## config.mk

```make
export PLATFORM = sky130hd
export DESIGN_NAME = sample_fifo_core
export DESIGN_NICKNAME = d
export VERILOG_FILES = /design/src/rtl/sample_fifo_pkg.sv /design/src/rtl/sample_fifo_buf.sv /design/src/rtl/sample_fifo_core.sv
export SDC_FILE = /design/constraint.sdc
export NUM_CORES = 1
export LEC_CHECK = 0
export BUFFER_PORTS_ARGS = -buffer_cell sky130_fd_sc_hd__buf_2
export CORE_UTILIZATION = 44
export DETAILED_ROUTE_END_ITERATION = 8
export HOLD_SLACK_MARGIN = 0.12
export PLACE_DENSITY_LB_ADDON = 0.12
export SLEW_MARGIN = 20
export SYNTH_ARGS = -nofsm -noshare
export SYNTH_HDL_FRONTEND = slang
export SYNTH_SLANG_ARGS = --single-unit
```

## constraint.sdc

```tcl
create_clock -name clk -period 6.15 [get_ports clk]
set_input_delay 0.615 -clock clk [delete_from_list [all_inputs] [get_ports clk]]
set_output_delay 0.615 -clock clk [all_outputs]
set_load 0.03 [all_outputs]
```

## src/rtl/sample_fifo_pkg.sv

```systemverilog
// Register map and STATUS bit layout for the sampling FIFO slot core.
package sample_fifo_pkg;

  localparam logic [4:0] REG_STATUS = 5'd0;
  localparam logic [4:0] REG_DATA   = 5'd1;
  localparam logic [4:0] REG_POP    = 5'd2;
  localparam logic [4:0] REG_CTRL   = 5'd3;
  localparam logic [4:0] REG_DIV    = 5'd4;

  localparam int ST_EMPTY     = 0;
  localparam int ST_FULL      = 1;
  localparam int ST_COUNT_LSB = 8;
  localparam int ST_OVERFLOW  = 16;
  localparam int ST_ENABLE    = 17;

endpackage

```

## src/rtl/sample_fifo_buf.sv

```systemverilog
// Register-file FIFO with flush. A push is accepted while full only when a pop
// happens in the same cycle.
module sample_fifo_buf #(
  parameter int W      = 16,
  parameter int ADDR_W = 4
) (
  input  logic              clk,
  input  logic              reset_n,
  input  logic              wr_en,
  input  logic              rd_en,
  input  logic              flush,
  input  logic [W-1:0]      push_data,
  output logic [W-1:0]      head,
  output logic [ADDR_W:0]   count,
  output logic              empty,
  output logic              full
);

  localparam int DEPTH = 2 ** ADDR_W;

  logic [W-1:0]      mem [DEPTH];
  logic [ADDR_W-1:0] wr_ptr;
  logic [ADDR_W-1:0] rd_ptr;
  logic              do_push;
  logic              do_pop;

  assign empty   = (count == '0);
  assign full    = (count == (ADDR_W+1)'(DEPTH));
  assign head    = mem[rd_ptr];
  assign do_pop  = rd_en & ~empty;
  assign do_push = wr_en & (~full | do_pop);

  always_ff @(posedge clk or negedge reset_n) begin
    if (!reset_n) begin
      wr_ptr <= '0;
      rd_ptr <= '0;
      count  <= '0;
      for (int i = 0; i < DEPTH; i++) mem[i] <= '0;
    end else if (flush) begin
      wr_ptr <= '0;
      rd_ptr <= '0;
      count  <= '0;
    end else begin
      if (do_push) begin
        mem[wr_ptr] <= push_data;
        wr_ptr      <= wr_ptr + 1'b1;
      end
      if (do_pop) rd_ptr <= rd_ptr + 1'b1;
      case ({do_push, do_pop})
        2'b10:   count <= count + 1'b1;
        2'b01:   count <= count - 1'b1;
        default: count <= count;
      endcase
    end
  end

endmodule

```

## src/rtl/sample_fifo_core.sv

```systemverilog
// Fpro-bus slot that samples a synchronized input every DIV clocks into a FIFO
// drained by firmware; a sticky flag records samples dropped while full.
module sample_fifo_core
  import sample_fifo_pkg::*;
#(
  parameter int W      = 16,
  parameter int ADDR_W = 4
) (
  input  logic         clk,
  input  logic         reset_n,
  input  logic         cs,
  input  logic         read,
  input  logic         write,
  input  logic [4:0]   addr,
  input  logic [31:0]  wr_data,
  output logic [31:0]  rd_data,
  input  logic [W-1:0] din
);

  logic [W-1:0]    din_s1;
  logic [W-1:0]    din_s2;
  logic            enable;
  logic            overflow;
  logic [31:0]     div_q;
  logic [31:0]     div_max;
  logic [31:0]     presc_cnt;
  logic            tick;
  logic            ctrl_wr;
  logic            div_wr;
  logic            pop_wr;
  logic            flush;
  logic [W-1:0]    head;
  logic [ADDR_W:0] count;
  logic            empty;
  logic            full;
  logic            unused_read;

  // rd_data is a pure address mux, so the read strobe carries no information.
  assign unused_read = read;

  assign ctrl_wr = cs & write & (addr == REG_CTRL);
  assign div_wr  = cs & write & (addr == REG_DIV);
  assign pop_wr  = cs & write & (addr == REG_POP);
  assign flush   = ctrl_wr & wr_data[1];
  assign div_max = (div_q == 32'd0) ? 32'd0 : div_q - 32'd1;
  assign tick    = enable & (presc_cnt == div_max);

  always_ff @(posedge clk or negedge reset_n) begin
    if (!reset_n) begin
      din_s1    <= '0;
      din_s2    <= '0;
      enable    <= 1'b0;
      div_q     <= '0;
      presc_cnt <= '0;
      overflow  <= 1'b0;
    end else begin
      din_s1 <= din;
      din_s2 <= din_s1;
      if (ctrl_wr) enable <= wr_data[0];
      if (div_wr)  div_q  <= wr_data;
      if (div_wr || !enable || tick) presc_cnt <= '0;
      else                           presc_cnt <= presc_cnt + 32'd1;
      // A pop in the tick cycle frees a slot, so only an unpaired tick overflows.
      if (flush)                        overflow <= 1'b0;
      else if (tick && full && !pop_wr) overflow <= 1'b1;
    end
  end

  sample_fifo_buf #(.W(W), .ADDR_W(ADDR_W)) u_buf (
    .clk       (clk),
    .reset_n   (reset_n),
    .wr_en     (tick),
    .rd_en     (pop_wr),
    .flush     (flush),
    .push_data (din_s2),
    .head      (head),
    .count     (count),
    .empty     (empty),
    .full      (full)
  );

  always_comb begin
    rd_data = '0;
    case (addr)
      REG_STATUS: begin
        rd_data[ST_EMPTY]                    = empty;
        rd_data[ST_FULL]                     = full;
        rd_data[ST_COUNT_LSB +: ADDR_W+1]    = count;
        rd_data[ST_OVERFLOW]                 = overflow;
        rd_data[ST_ENABLE]                   = enable;
      end
      REG_DATA: if (!empty) rd_data[W-1:0] = head;
      default: rd_data = '0;
    endcase
  end

endmodule

```

==> results.cfg <==
[clock_tree]
cts_tree = yes
worstSkewPairLatency_ns = 0.58
htree_levels = 2
clk_transition_reported_paths_ns = 0.06
num_clock_sinks = 367
cts-buffers-inserted = 42
postCtsSetupRepairBufs = 0
root_buffer = sky130_fd_sc_hd__clkbuf_16
cts_hold_buffers = 10
max-clock-path-buffers = 3
ctsResizeCount = 0

[sta]
setup_violations = 0
fin_tns_setup_ns = 0
rsz0062_at_grt = false
period_share = 0.903
post-route-min-period_ns = 5.55
final_hold_viol_count = 0
drv_slew = 0
fmaxAchievable_mhz = 180
worst_clock_skew_ns = 0.0312
slew_headroom = 0.360
tightestPinTransition_ns = 0.960
final_critical_path_setup_slack_ns = 0.599

[layout]
seqCellArea_sq_um = 9190
drive_above_1_share = 0.386
areaGrowthSynthToFinish_pct = 13.2
antenna-diode-count = 0
nNetsFinal = 1479
post_layout_nonfiller_instances = 1975
most_common_cell_after_layout_fill_and_taps_aside = sky130_fd_sc_hd__dfrtp_1
fillerInstances = 3562
stdcell_area_sq_um = 20600
fin_util = 0.505
multi_input_area_sq_um = 8480
leading_cell_types_in_the_layout_fill_and_taps_excluded = sky130_fd_sc_hd__dfrtp_1, sky130_fd_sc_hd__mux2_2, sky130_fd_sc_hd__nor2_1, sky130_fd_sc_hd__mux4_2, sky130_fd_sc_hd__buf_2

[route]
vias_per_cell = 5.61
drt.antenna.violating_nets = 0
overall_via_count_from_detail_route = 11100
dr.first_iter.drc_count = 756
drt_total_wl_microns = 44200
wl_per_cell_microns = 22.4
first_pass_iters = 5
remaining_drc_errors = 0

[status]
result_of_the_run = finished, final reports clean

[synthesis]
netlist_top_cells_area = sky130_fd_sc_hd__dfrtp_1, sky130_fd_sc_hd__mux2_2, sky130_fd_sc_hd__mux4_2, sky130_fd_sc_hd__mux2_4, sky130_fd_sc_hd__xnor2_1
synth.ff_latch_count = 367
synth_top_area_frac = 0.505
synth_async_sr_flop_share = 1.00
ys.flop_type = sky130_fd_sc_hd__dfrtp_1
yosysWarningCount = 0
synth_edf_count = 0
post_synth_instance_area_sq_um = 18200
distinct_cell_type_count_after_synthesis = 73
synthCells = 1344
synth.largest_area_cell = sky130_fd_sc_hd__dfrtp_1
postSynthAreaPerCell_sq_um = 13.5
ys_seq_area_frac = 0.505

[power_and_ir_drop]
switchingPower_mw = 1.51
power_report.internal_total_mw = 4.27
p_leak_nw = 9.73
power.clock.fraction = 0.448
share_seq_of_total_power = 0.452
powerDensity_nw_per_um2 = 281
power.share.switching = 0.261
worst_ir_drop_vdd_v = 0.000169
combinational_power_share = 0.100

[critical_path]
ff2ff_setup_slack_ns = 0.60
worst_r2r_startpoint = div_q[14]$_DFFE_PN0P_
worst-setup-path-type = register to register
endpoint_kind = register
r2r_end = u_buf.count[4]$_DFFE_PN0P_
worstPathRequired_ns = 6.63
cp-start-kind = register
timing.reg2reg.worst_path_depth = 14
timing.critical_path.fanout_max = 9
timing.critical_path.arrival_ns = 6.03

[place]
count_of_port_buffers_added_during_placement = 74
place.gp.congestion = 0.908
placement.cell_area_sq_um = 19000
place_ws_ns = 0.621
hpwlAfterDp_microns = 27800
dp.cells = 1887

[global_route]
grt_pass1_wl_microns = 69000
grt_start_max_net_pins = 155
antenna_found_initial = 0
global_route.overflow_total = 0
groute.usage.overall = 0.218
grt_pass1_vias = 11500

[job]
max_capacitance_violation_count = 0

[die]
floorplan.die.width_microns = 205
die-area_sq_um = 42100
io-pin-count = 90
initial_core_util = 0.446
rows = 74
core_box_area_sq_um = 40700
dieHeight_microns = 205

[min_path]
holdCritPathClass = primary input to async pin
metal layers:
metal,up-vias,global-route usage,share of wire
met2,212,0.357,0.49
met1,5738,0.293,0.44
li1,5065,-,-
met5,-,0,0
met4,0,0.0810,0.031
met3,70,0.0322,0.037
stage by stage:
| stage | total power [mW] | hold WS [ns] |
|---|---|---|
| after global routing | 6.05 | 0.128 |
| final | 5.78 | 0.105 |
| after CTS | 5.88 | 0.120 |
| after detailed placement | 3.24 | 0.335 |
| after floorplan | 3.02 | 0.319 |
| after global placement | 3.24 | 0.333 |
worst max path at each step:
stage          depth (start not counted)  slack, ns                    endpoint                  start
3_5_place_dp                          15       0.62  u_buf.count[4]$_DFFE_PN0P_  div_q[14]$_DFFE_PN0P_
4_1_cts                               15       0.60  u_buf.count[4]$_DFFE_PN0P_  div_q[14]$_DFFE_PN0P_
6_report                              14       0.60  u_buf.count[4]$_DFFE_PN0P_  div_q[14]$_DFFE_PN0P_
2_1_floorplan                         18       1.08  u_buf.count[4]$_DFFE_PN0P_  div_q[14]$_DFFE_PN0P_
3_3_place_gp                          15       0.65  u_buf.count[4]$_DFFE_PN0P_  div_q[14]$_DFFE_PN0P_
5_1_grt                               15       0.34  u_buf.count[4]$_DFFE_PN0P_  div_q[14]$_DFFE_PN0P_
sequential cells by signal (all words and copies together) (netlist names):
register and count:
presc_cnt 32, enable 1, u_buf.rd_ptr 4, u_buf.count 5, din_s1 16, u_buf.wr_ptr 4
div_q 32, u_buf.mem 256, din_s2 16, overflow 1
synthesized netlist by cell type (all sizes together) (6+ instances only):
cell,n
mux4,80
or3,16
nor3,27
nand2,50
nor2b,8
xnor2,38
and3,19
or4,13
nand4,20
nor4,20
buf,42
inv,20
nor4b,6
a21oi,16
xor2,31
dfrtp,367
ha,11
clkbuf,61
o21ai,17
nor2,80
nand3,23
mux2i,9
mux2,286
cell type report:
type	instances	area share
well taps	532	0.0324
inverters	20	0.00365
clock buffers	65	0.0632
flip-flops and latches	367	0.447
multi-input cells	867	0.412
clock inverters	13	0.00785
repair buffers	111	0.0338
cells by family (layout without fill, tap and decap cells):
group / Yosys count / in the layout / synth area share
adders and majority gates: 12 / 12 / 0.00868
DFF: 367 / 367 / 0.505
buffers and inverters: 123 / 209 / 0.0311
AOI/OAI and AO/OA: 86 / 86 / 0.0341
other: 1 / 14 / 0.000206
muxes: 375 / 375 / 0.290
and+or+nand+nor: 309 / 309 / 0.0952
xor gates and xnor gates: 71 / 71 / 0.0357
power groups by stage:
stage,combinational (mW),sequential [mW],clock (mW)
finish,0.581,2.61,2.59
global route,0.637,2.63,2.78
CTS,0.588,2.62,2.67
detailed placement,0.580,2.66,0
global placement,0.579,2.66,0
floorplan,0.463,2.56,0
worst max-delay path: stages, from the launching register on:
cell	delay [ns]
sky130_fd_sc_hd__dfrtp_1	0.47
sky130_fd_sc_hd__or4_4	0.61
sky130_fd_sc_hd__or4b_1	0.65
sky130_fd_sc_hd__or3_1	0.47
sky130_fd_sc_hd__a32o_1	0.29
sky130_fd_sc_hd__nor4b_1	0.43
sky130_fd_sc_hd__or4b_1	0.47
sky130_fd_sc_hd__a2111o_1	0.52
sky130_fd_sc_hd__and2_1	0.27
sky130_fd_sc_hd__ha_1	0.32
sky130_fd_sc_hd__a21o_1	0.12
sky130_fd_sc_hd__a21oi_1	0.08
sky130_fd_sc_hd__or4_1	0.44
sky130_fd_sc_hd__a21o_1	0.20
sky130_fd_sc_hd__a21oi_1	0.13
Power figures use the tool's default switching activity.
